===== src/rtl/slew_monitor.sv =====
// ---------------------------------------------------------------------------
// slew_monitor
//   Receive-side checker for the output stream of the 6-bit rate limiter.
//   Each valid cycle it compares the limited sample against the previous one
//   and against the limiter's target. It flags steps that exceed max_step
//   and samples that cross the target. It also tracks the ramp direction,
//   the peak step and whether the stream has settled on the target.
//
// Ports
//   clk        in   1       system clock
//   rst        in   1       synchronous reset, active-high
//   clr        in   1       synchronous clear of statistics and history
//   smp_valid  in   1       smp/target/max_step valid this cycle
//   smp        in   WIDTH   limiter output sample
//   target     in   WIDTH   limiter input for the same cycle
//   max_step   in   STEP_W  allowed step magnitude
//   violation  out  1       1-cycle pulse: |step| > max_step
//   overshoot  out  1       1-cycle pulse: sample crossed the target
//   viol_cnt   out  CNT_W   saturating count of violation|overshoot events
//   peak_step  out  WIDTH   largest |step| seen since rst/clr
//   dir        out  2       00 IDLE, 01 UP, 10 DOWN, 11 HOLD
//   settled    out  1       level: on target for SETTLE_CYC samples
// ---------------------------------------------------------------------------
module slew_monitor #(
    parameter int WIDTH      = 6,
    parameter int STEP_W     = 3,
    parameter int SETTLE_CYC = 4,
    parameter int CNT_W      = 8
) (
    input  logic              clk,
    input  logic              rst,
    input  logic              clr,
    input  logic              smp_valid,
    input  logic [WIDTH-1:0]  smp,
    input  logic [WIDTH-1:0]  target,
    input  logic [STEP_W-1:0] max_step,
    output logic              violation,
    output logic              overshoot,
    output logic [CNT_W-1:0]  viol_cnt,
    output logic [WIDTH-1:0]  peak_step,
    output logic [1:0]        dir,
    output logic              settled
);

    typedef enum logic [1:0] {
        DIR_IDLE = 2'b00,
        DIR_UP   = 2'b01,
        DIR_DOWN = 2'b10,
        DIR_HOLD = 2'b11
    } dir_e;

    // SETTLE_CYC is at most 15, so four bits always hold the counter.
    localparam int              SC_W       = 4;
    localparam logic [SC_W-1:0] SETTLE_MAX = SC_W'(SETTLE_CYC);
    localparam logic [CNT_W-1:0] CNT_MAX   = '1;

    logic [WIDTH-1:0] prev_q,       prev_d;
    logic             have_prev_q,  have_prev_d;
    dir_e             dir_q,        dir_d;
    logic [SC_W-1:0]  settle_cnt_q, settle_cnt_d;
    logic [CNT_W-1:0] viol_cnt_q,   viol_cnt_d;
    logic [WIDTH-1:0] peak_q,       peak_d;
    logic             violation_q,  violation_d;
    logic             overshoot_q,  overshoot_d;
    logic             settled_q,    settled_d;

    // Step magnitude. Subtracting the smaller operand from the larger one
    // can never wrap, so 0 -> 63 yields 63 without an extra carry bit.
    logic [WIDTH-1:0] step;
    logic             step_viol;
    logic             crossed;

    always_comb begin
        step      = (smp >= prev_q) ? (smp - prev_q) : (prev_q - smp);
        step_viol = (step > WIDTH'(max_step));
        crossed   = ((prev_q < target) && (smp > target)) ||
                    ((prev_q > target) && (smp < target));
    end

    always_comb begin
        // NOTE: every next-state signal gets a default before any branch so
        // no path leaves it unassigned; that is what keeps this block free
        // of inferred latches.
        prev_d       = prev_q;
        have_prev_d  = have_prev_q;
        dir_d        = dir_q;
        settle_cnt_d = settle_cnt_q;
        viol_cnt_d   = viol_cnt_q;
        peak_d       = peak_q;
        violation_d  = 1'b0;
        overshoot_d  = 1'b0;

        if (clr) begin
            // Same effect as reset; any sample in this cycle is dropped.
            prev_d       = '0;
            have_prev_d  = 1'b0;
            dir_d        = DIR_IDLE;
            settle_cnt_d = '0;
            viol_cnt_d   = '0;
            peak_d       = '0;
        end else if (smp_valid) begin
            prev_d      = smp;
            have_prev_d = 1'b1;

            // The first sample after rst/clr only primes the history.
            if (have_prev_q) begin
                violation_d = step_viol;
                overshoot_d = crossed;
                if ((step_viol || crossed) && (viol_cnt_q != CNT_MAX))
                    viol_cnt_d = viol_cnt_q + 1'b1;
                if (step > peak_q)
                    peak_d = step;
                if (smp > prev_q)
                    dir_d = DIR_UP;
                else if (smp < prev_q)
                    dir_d = DIR_DOWN;
                else
                    dir_d = DIR_HOLD;
            end

            // Settling runs on every valid sample, priming included.
            if (smp == target) begin
                if (settle_cnt_q != SETTLE_MAX)
                    settle_cnt_d = settle_cnt_q + 1'b1;
            end else begin
                settle_cnt_d = '0;
            end
        end

        settled_d = (settle_cnt_d == SETTLE_MAX);
    end

    // NOTE: state registers use non-blocking assignments so every flop
    // samples its next value from the same pre-edge snapshot.
    always_ff @(posedge clk) begin
        if (rst) begin
            // NOTE: no memories here, so every register is reset explicitly.
            prev_q       <= '0;
            have_prev_q  <= 1'b0;
            dir_q        <= DIR_IDLE;
            settle_cnt_q <= '0;
            viol_cnt_q   <= '0;
            peak_q       <= '0;
            violation_q  <= 1'b0;
            overshoot_q  <= 1'b0;
            settled_q    <= 1'b0;
        end else begin
            prev_q       <= prev_d;
            have_prev_q  <= have_prev_d;
            dir_q        <= dir_d;
            settle_cnt_q <= settle_cnt_d;
            viol_cnt_q   <= viol_cnt_d;
            peak_q       <= peak_d;
            violation_q  <= violation_d;
            overshoot_q  <= overshoot_d;
            settled_q    <= settled_d;
        end
    end

    assign violation = violation_q;
    assign overshoot = overshoot_q;
    assign viol_cnt  = viol_cnt_q;
    assign peak_step = peak_q;
    assign dir       = dir_q;
    assign settled   = settled_q;

endmodule


===== config.mk =====
export PLATFORM = sky130hd
export DESIGN_NAME = slew_monitor
export DESIGN_NICKNAME = d
export VERILOG_FILES = /design/src/rtl/slew_monitor.sv
export SDC_FILE = /design/constraint.sdc
export NUM_CORES = 1
export LEC_CHECK = 0
export CAP_MARGIN = 20
export CORE_UTILIZATION = 43
export DETAILED_ROUTE_END_ITERATION = 8
export PLACE_DENSITY = 0.73
export SYNTH_ARGS = -nofsm -noshare
export SYNTH_HDL_FRONTEND = slang
export SYNTH_SLANG_ARGS = --single-unit

===== constraint.sdc =====
create_clock -name clk -period 5.3 [get_ports clk]
set_clock_uncertainty 0.05 [all_clocks]
set_input_delay 0.795 -clock clk [delete_from_list [all_inputs] [get_ports clk]]
set_output_delay 0.795 -clock clk [all_outputs]
set_load 0.1 [all_outputs]

==> flow_results.org, run 1 <==
** Outcome
- Outcome :: finished, final reports clean

** STA
- Number of pins with negative max-slew slack in the final report :: 0
- Fmax :: 210 MHz
- Pin slew with the least headroom to its limit :: 0.974 ns
- The smallest clock period supported by the final layout is computed as 4.76 ns.
- The hold violation total from the final report was 0.
- Final hold slack :: 0.420 ns
- Setup repair after global routing left no endpoint under its margin.
- Setup violations remaining at the end of the flow were counted as 0.
- Worst slew margin relative to its limit :: 34.8%
- Setup TNS :: 0 ns
- After layout, the worst path uses 89.7% of the clock period.

** Clocking
- Number of cells upsized or downsized after cts :: 0
- Clock Pin Slew Worst Setup and Hold Paths :: 0.07 ns
- Skew-Pair Late Insertion Delay :: 0.29 ns
- H-tree depth :: 2
- The number of setup buffers added after CTS is 0.
- Number of buffers added to fix hold violations after cts :: 0
- CTS tree :: done
- Clock sink count :: 30
- TritonCTS created 5 clock buffers.
- The cell sitting at the root of the clock tree is a clkbuf_8.
- Counting along the longest clock path gives a buffer depth of 2.

** Die
- The core region is 5110 um^2.
- The die covers 5610 um^2.
- Initial core utilization :: 44.7%
- Horiz. Die Dim :: 74.9 um
- Chip Height :: 74.9 um
- The floorplan has 26 rows.
- 38 I/O pins were placed.

** Power
- Power spread over the standard cell area amounts to 210 nW/um^2.
- Switching Share :: 31.1%
- Static leakage :: 1.19 nW
- Part of the power in the clock network :: 33.0%
- Across the VDD grid, the largest voltage drop is 99.3 uV.
- Sequential cells burn 39.4% of the power.
- Cell-internal power :: 0.405 mW
- In this run the power spent charging and discharging nets is 0.183 mW.
- Of the total power, combinational logic draws 27.6%.

** Worst hold path
- The min-delay analysis places its worst path in the category reg2reg.
- The worst hold path was traced through 2 stages.

** Setup path
- Data required time of the critical path :: 5.40 ns
- Worst EP arrival :: 4.86 ns
- Max stage delay cell, worst path :: clkdlybuf4s50_1
- The number of cells on the worst reg-to-reg path is 15.
- Largest fanout on the critical path :: 16
- STA classifies the critical path startpoint as a primary input.
- Setup crit end kind :: register
- Critical path class :: in2reg
- CP Cell Sequence :: clkdlybuf4s50_1, inv_1, ha_1, inv_1, fa_1, and3_4, nor4_4, or2_1, mux2_2, ha_1, a21o_1, a21oi_1, a31oi_1, or4_4, nor4_4, buf_4, or3_1, a21oi_1
- Together, buffers and inverters on the worst path number 4.
- Counting buffers and inverters, the worst setup path is 18 cells deep.
- The kind of cell with the highest combined delay along the critical path is simple AND/OR/NAND/NOR gates.
- The largest single stage delay on the critical path is 0.44 ns.

** Logic synthesis
- Yosys attributes the largest share of cell area to dfxtp_1 (26%), ha_1 (19%), a21oi_1 (5.9%).
- Share of synthesized area occupied by flip-flops and latches :: 26.3%
- Post-synthesis cell type with the largest combined area :: dfxtp_1
- Synthesis instantiated 44 different standard cells from the library.
- Netlist area before placement :: 2280 um^2
- Post-synthesis net count :: 331
- Number of warnings printed during yosys synthesis :: 0
- A synthesized cell averages 8.30 um^2.
- Cell count after synthesis :: 275
- In this run the biggest area consumer among cell types represents 26.3% of the synthesized area.
- After synthesis the netlist holds a flip-flop and latch count of 30.

** Drt
- After the first detailed-routing iteration, the DRC count stood at 51.
- Detail-routed via count per cell :: 5.19
- After detailed routing, the number of remaining DRC violations is 0.
- The final route contains 1989 vias.
- In the final routed layout, each cell accounts on average for 12.2 um.
- After detailed routing, the total wire length is 4680 um.
- In this run the remaining antenna-violating nets after routing total 0.
- Detailed-router iteration count before antenna repair :: 4

** Global routing
- The first global-routing pass estimated 7670 um of wire.
- Via count of the first global-routing pass :: 1746
- Gr ovfl total :: 0
- Across every metal layer, demand over resource in global routing totals 18.0%.
- Number of antenna violations at the first check in global routing :: 0
- Largest net degree at the start of global routing :: 24

** Cells and area
- Leaving out fill and tap cells, the most frequent cell in the layout is clkdlybuf4s50_1.
- Ant. Diodes :: 0
- In the final layout, the share of cells above drive strength 1 is 6.07%.
- Relative to the synthesized area, the layout overhead comes to 22.6%.
- The top cell types in the final layout, fill and taps aside, are clkdlybuf4s50_1 (37), ha_1 (35), inv_1 (34), dfxtp_1 (30), a21oi_1 (27).
- The filler cells instantiated in the layout total 493.
- Post-layout net count :: 368

** Run
- Count of maximum capacitance violations :: 0

** Placement
- In this run the tool buffered the top-level ports with 37 buffer cells.
- Final estimated routing congestion in global placement :: 0.925
- The wire-length estimate of the detail-placed layout is 3700 um.
## registers in the layout, summed over array words and instances, names as in the netlist
signal,flops
viol_cnt,8
settle_cnt_q,4
prev_q,6
dir,2
have_prev_q,1
settled,1
overshoot,1
violation,1
peak_step,6
## routing by layer
metal | track usage (%) | vias up | wire length (um)
met4 | 6.92 | 0 | 71
met5 | 0 | - | 0
met3 | 3.61 | 6 | 166
li1 | - | 1036 | -
met1 | 23.4 | 910 | 2270
met2 | 29.4 | 37 | 2170
## power by group through the flow
stage	Combinational, mW	Sequential, mW	Clock [mW]
after floorplan	0.110	0.245	0
after global placement	0.158	0.237	0
after detailed placement	0.162	0.237	0
after CTS	0.162	0.232	0.201
after global routing	0.180	0.232	0.212
final	0.162	0.232	0.194
## Yosys cell counts (all sizes together)
cell / n
ha: 35
inv: 34
dfxtp: 30
a21oi: 27
nor2: 26
o21ai: 14
nand2: 12
or3: 11
mux2i: 8
a211oi: 6
a21o: 6
nand4: 6
clkbuf: 5
and3: 4
buf: 4
nand3: 4
nor2b: 4
o211a: 4
o21a: 4
or2: 4
nor4: 3
a221oi: 2
a31oi: 2
and2: 2
fa: 2
nand2b: 2
nand3b: 2
o211ai: 2
xnor2: 2
a211o: 1
and4: 1
mux2: 1
o21bai: 1
o221ai: 1
o22ai: 1
or4: 1
xor2: 1
## final cells by class
| class | instances | area (um^2) | share of cell area (%) |
|---|---|---|---|
| multi-input combinational | 202 | 1500 | 53.7 |
| inverter | 34 | 128 | 4.56 |
| clock buffer | 6 | 82.6 | 2.95 |
| clock inverter | 2 | 12.5 | 0.447 |
| tap | 70 | 87.6 | 3.13 |
| sequential | 30 | 601 | 21.5 |
| timing repair buffer | 39 | 385 | 13.8 |
## metrics by stage
| stage | cell area [um^2] | util, % | worst slack (ns) | std cells | power [mW] |
|---|---|---|---|---|---|
| after floorplan | 2280 | - | 0.944 | 275 | 0.355 |
| after global placement | 2700 | 52.9 | 0.406 | 375 | 0.395 |
| after detailed placement | 2700 | 52.9 | 0.262 | 375 | 0.399 |
| after CTS | 2800 | 54.8 | 0.560 | 383 | 0.595 |
| after global routing | 2800 | 54.8 | 0.321 | 383 | 0.624 |
| final | 2800 | 54.8 | 0.544 | 383 | 0.588 |
## path summary, 6_finish.rpt
check | from | to | slack, ns
worst min-delay path | have_prev_q$_SDFFE_PP0P_ | have_prev_q$_SDFFE_PP0P_ | 0.42
worst max-delay path | smp[0] | viol_cnt[2]$_SDFFE_PP0P_ | 0.54
worst min register to register | have_prev_q$_SDFFE_PP0P_ | have_prev_q$_SDFFE_PP0P_ | 0.42
worst max register to register | prev_q[1]$_SDFFE_PP0P_ | viol_cnt[2]$_SDFFE_PP0P_ | 1.22
## worst register-to-register path, delay by kind of cell, from the launching register on
kind,cells,cell delay (ns)
AND/OR/NAND/NOR,6,1.52
flip-flops,1,0.45
buffers and inverters,2,0.35
multiplexers,1,0.41
AO/OA/AOI/OAI,4,0.46
adder cells (fa/ha/maj),2,0.73
## cells by family after synthesis
kind of cell,Yosys count,synth area share (%)
AO/OA/AOI/OAI,71,19.6
XOR/XNOR,3,1.15
adder cells (fa/ha/maj),37,20.9
buffers and inverters,43,7.89
flip-flops,30,26.3
multiplexers,9,4.00
AND/OR/NAND/NOR,82,20.2
No activity file was read; power rests on OpenSTA's default activity.
==> inputs of run 2 (changes only) <==
==> constraint.sdc (replaced) <==
create_clock -name clk -period 5.2 [get_ports clk]
set_clock_uncertainty 0.05 [all_clocks]
set_input_delay 0.78 -clock clk [delete_from_list [all_inputs] [get_ports clk]]
set_output_delay 0.78 -clock clk [all_outputs]
set_load 0.1 [all_outputs]
==> run 2 against run 1 <==
Critical path depth unchanged. Hold slack better by 0.0036 ns. Sequential cell count is the same. First-iteration DRC count grew 33%. Die area did not move. Combinational power grew 2%. Via count grew 0.35%. Non-clock buffer count did not move. Register-to-register slack worse by 0.07 ns. Wire length down 0.62%. Final cell count stayed put. Critical endpoint is now viol_cnt[1]$_SDFFE_PP0P_. Largest cell class unchanged.
==> flow_results.org, run 2 (synthesis results as in run 1) <==
** Run
- The reported max-cap violation count was 0 (unchanged).

** Drt
- Antenna-violating nets left :: 0 (unchanged)
- Routed vias :: 1996 (+0.35%)
- Wire length after detailed routing :: 4650 um (-0.62%)
- Iteration-0 DRC Markers :: 68 (+33%)
- Detail-routed via count per cell :: 5.21 (+0.35%)
- The number of detailed-route iterations in the first pass is 4 (unchanged).
- The average detailed-routed wire length per instance came to 12.1 um (-0.62%).
- Detailed-route DRC error count :: 0 (unchanged)

** Worst hold path
- The worst hold path belongs to the class reg2reg.

** Global routing
- Gr ovfl total :: 0 (unchanged)
- Number of antenna violations at the first check in global routing :: 0 (unchanged)
- Largest net degree at the start of global routing :: 24 (unchanged)
- The total routing resource utilization after global routing was 17.8% (-0.24 points).
- The wire length of the first global-routing pass was 7590 um (-1.1%).
- The via count of the first global-routing pass was 1754 (+0.46%).

** STA
- Final hold slack :: 0.424 ns (+0.00360 ns)
- The aggregate negative setup slack is 0 ns (unchanged).
- After layout, the worst path uses 90.8% of the clock period.
- The count of pins over their slew limit was 0 (unchanged).
- Pin slew with the least headroom to its limit :: 0.969 ns (-0.00556 ns)
- The hold violation total from the final report came to 0 (unchanged).
- Min Clock Period, post-route :: 4.72 ns
- Worst slew margin relative to its limit :: 35.2% (+0.37 points)
- Final setup viols :: 0 (unchanged)
- Setup repair after global routing left no endpoint under its margin.
- Fmax :: 212 MHz
- Final worst setup slack :: 0.479 ns (-0.0645 ns)

** Setup path
- Launch point of the worst path :: smp[0]
- The worst setup path is of the in2reg kind.
- In this run the worst setup path terminates at viol_cnt[1]$_SDFFE_PP0P_.
- The critical-path maximum fanout was 16 (unchanged).
- The internal reg-to-reg setup slack was 1.15 ns (-0.07 ns).
- Data required time of the critical path :: 5.36 ns (-0.04 ns)
- In this run the critical register-to-register path is captured at viol_cnt[1]$_SDFFE_PP0P_.
- Nature of the critical path startpoint :: primary input
- Reg2reg path depth :: 15 (unchanged)
- Setup crit end kind :: register
- R2R Path Start :: prev_q[1]$_SDFFE_PP0P_
- Worst EP arrival :: 4.89 ns (+0.03 ns)

** Cells and area
- Most frequent standard cell in the layout excluding fill and tap cells :: clkdlybuf4s50_1
- The final-stage net count is 368 (unchanged).
- Post-layout util :: 54.8% (unchanged)
- The count of antenna diodes in the layout came to 0 (unchanged).
- Commonest cells after routing, fill and taps aside :: clkdlybuf4s50_1 (37), ha_1 (35), inv_1 (34), dfxtp_1 (30), a21oi_1 (27)
- Area growth from synthesis to layout :: 22.6% (unchanged)
- The number of flip-flops under the largest register name came to 8 (unchanged).
- Non-filler instance count after layout :: 383 (unchanged)
- Fraction of layout cells with a size suffix above 1 :: 6.07% (unchanged)
- The cell area after layout was 2800 um^2 (unchanged).

** Power
- The switching power is 0.188 mW (+2.6%).
- The internal portion of total power is 0.413 mW (+2.0%).
- The final total power is 0.601 mW (+2.2%).
- The logic gate share of total power is 27.6% (about the same).
- Static leakage :: 1.19 nW (unchanged)
- Part of the power in the clock network :: 33.1% (about the same)
- The register share of total power is 39.3% (about the same).
- The areal power density over the cells came to 215 nW/um^2 (+2.2%).
- The switching share of power was 31.3% (+0.12 points).
- VDD IR max :: 97.6 uV (-1.8%)

** Die
- The count of standard-cell rows is 26 (unchanged).
- The die span in y came to 74.9 um (unchanged).
- The area of the die came to 5610 um^2 (unchanged).
- The initial core utilization came to 44.7% (unchanged).
- The width of the chip came to 74.9 um (unchanged).
- The top-level port count came to 38 (unchanged).
- The area of the core region is 5110 um^2 (unchanged).

** Outcome
- Outcome :: finished, final reports clean

** Placement
- The number of I/O port buffers is 37 (unchanged).
- The sum of net half-perimeters after detailed placement is 3670 um (-0.75%).
- Final estimated routing congestion in global placement :: 0.927 (+0.14%)
- Placement Cell Area :: 2700 um^2 (unchanged)
- The setup slack after placement came to 0.205 ns (-0.0565 ns).
- Cell count after placement :: 375 (unchanged)

** Clocking
- The number of buffers inserted to repair setup after CTS was 0 (unchanged).
- Buffer levels on the longest clock path :: 2 (unchanged)
- Number of cells upsized or downsized after cts :: 0 (unchanged)
- CTS root buf :: clkbuf_8
- The hold buffer count at CTS was 0 (unchanged).
- The CTS buffer count was 5 (unchanged).
- The count of H-tree levels built during CTS came to 2 (unchanged).
- The count of clock tree sinks is 30 (unchanged).
- Skew-Pair Late Insertion Delay :: 0.28 ns (about the same)
- CTS tree :: done
- Clock Pin Slew Worst Setup and Hold Paths :: 0.07 ns (about the same)
## run 2: worst min path at each step
stage                                   from                        to  slack (ns)  cells past startpoint
floorplan           have_prev_q$_SDFFE_PP0P_  have_prev_q$_SDFFE_PP0P_        0.38                      2
global placement    have_prev_q$_SDFFE_PP0P_  have_prev_q$_SDFFE_PP0P_        0.39                      2
detailed placement  have_prev_q$_SDFFE_PP0P_  have_prev_q$_SDFFE_PP0P_        0.40                      2
CTS                 have_prev_q$_SDFFE_PP0P_  have_prev_q$_SDFFE_PP0P_        0.42                      2
global route        have_prev_q$_SDFFE_PP0P_  have_prev_q$_SDFFE_PP0P_        0.43                      2
finish              have_prev_q$_SDFFE_PP0P_  have_prev_q$_SDFFE_PP0P_        0.42                      2
## run 2: worst max-delay path: stages
cell	delay [ns]
clkdlybuf4s50_1	0.44
inv_1	0.11
ha_1	0.17
inv_1	0.05
fa_1	0.38
and3_4	0.20
nor4_4	0.33
or2_1	0.29
mux2_2	0.40
ha_1	0.30
a21o_1	0.18
a21oi_1	0.14
a31oi_1	0.06
or4_4	0.44
nor4_4	0.13
buf_4	0.22
o21ai_0	0.11
a21oi_1	0.14
## run 2: power by group through the flow
stage / logic [mW] / registers [mW] / clock network (mW)
floorplan: 0.112 / 0.249 / 0
global placement: 0.161 / 0.241 / 0
detailed placement: 0.165 / 0.241 / 0
CTS: 0.167 / 0.236 / 0.207
global route: 0.184 / 0.236 / 0.213
finish: 0.166 / 0.236 / 0.199
## run 2: area by class of cell
class / count / area, um^2
Timing Repair Buffer: 39 / 385
Tap cell: 70 / 87.6
Multi-Input combinational cell: 202 / 1500
Fill cell: 495 / 2310
Clock buffer: 6 / 82.6
Inverter: 34 / 128
Sequential cell: 30 / 601
Clock inverter: 2 / 12.5
## run 2: layer usage
layer	GRT usage, %	wire length (um)	up-vias
li1	-	-	1041
met1	23.2	2200	906
met2	29.1	2180	42
met3	3.35	202	7
met4	6.71	65	0
met5	0	0	-
==> inputs of run 3 (changes only) <==
--- a/config.mk
+++ b/config.mk
@@ -9,6 +9,7 @@
 export CORE_UTILIZATION = 43
 export DETAILED_ROUTE_END_ITERATION = 8
 export PLACE_DENSITY = 0.73
+export SLEW_MARGIN = 20
 export SYNTH_ARGS = -nofsm -noshare
 export SYNTH_HDL_FRONTEND = slang
 export SYNTH_SLANG_ARGS = --single-unit
==> results of run 3 <==
Same layout as run 2: the final DEF is identical, and so are final timing and power.
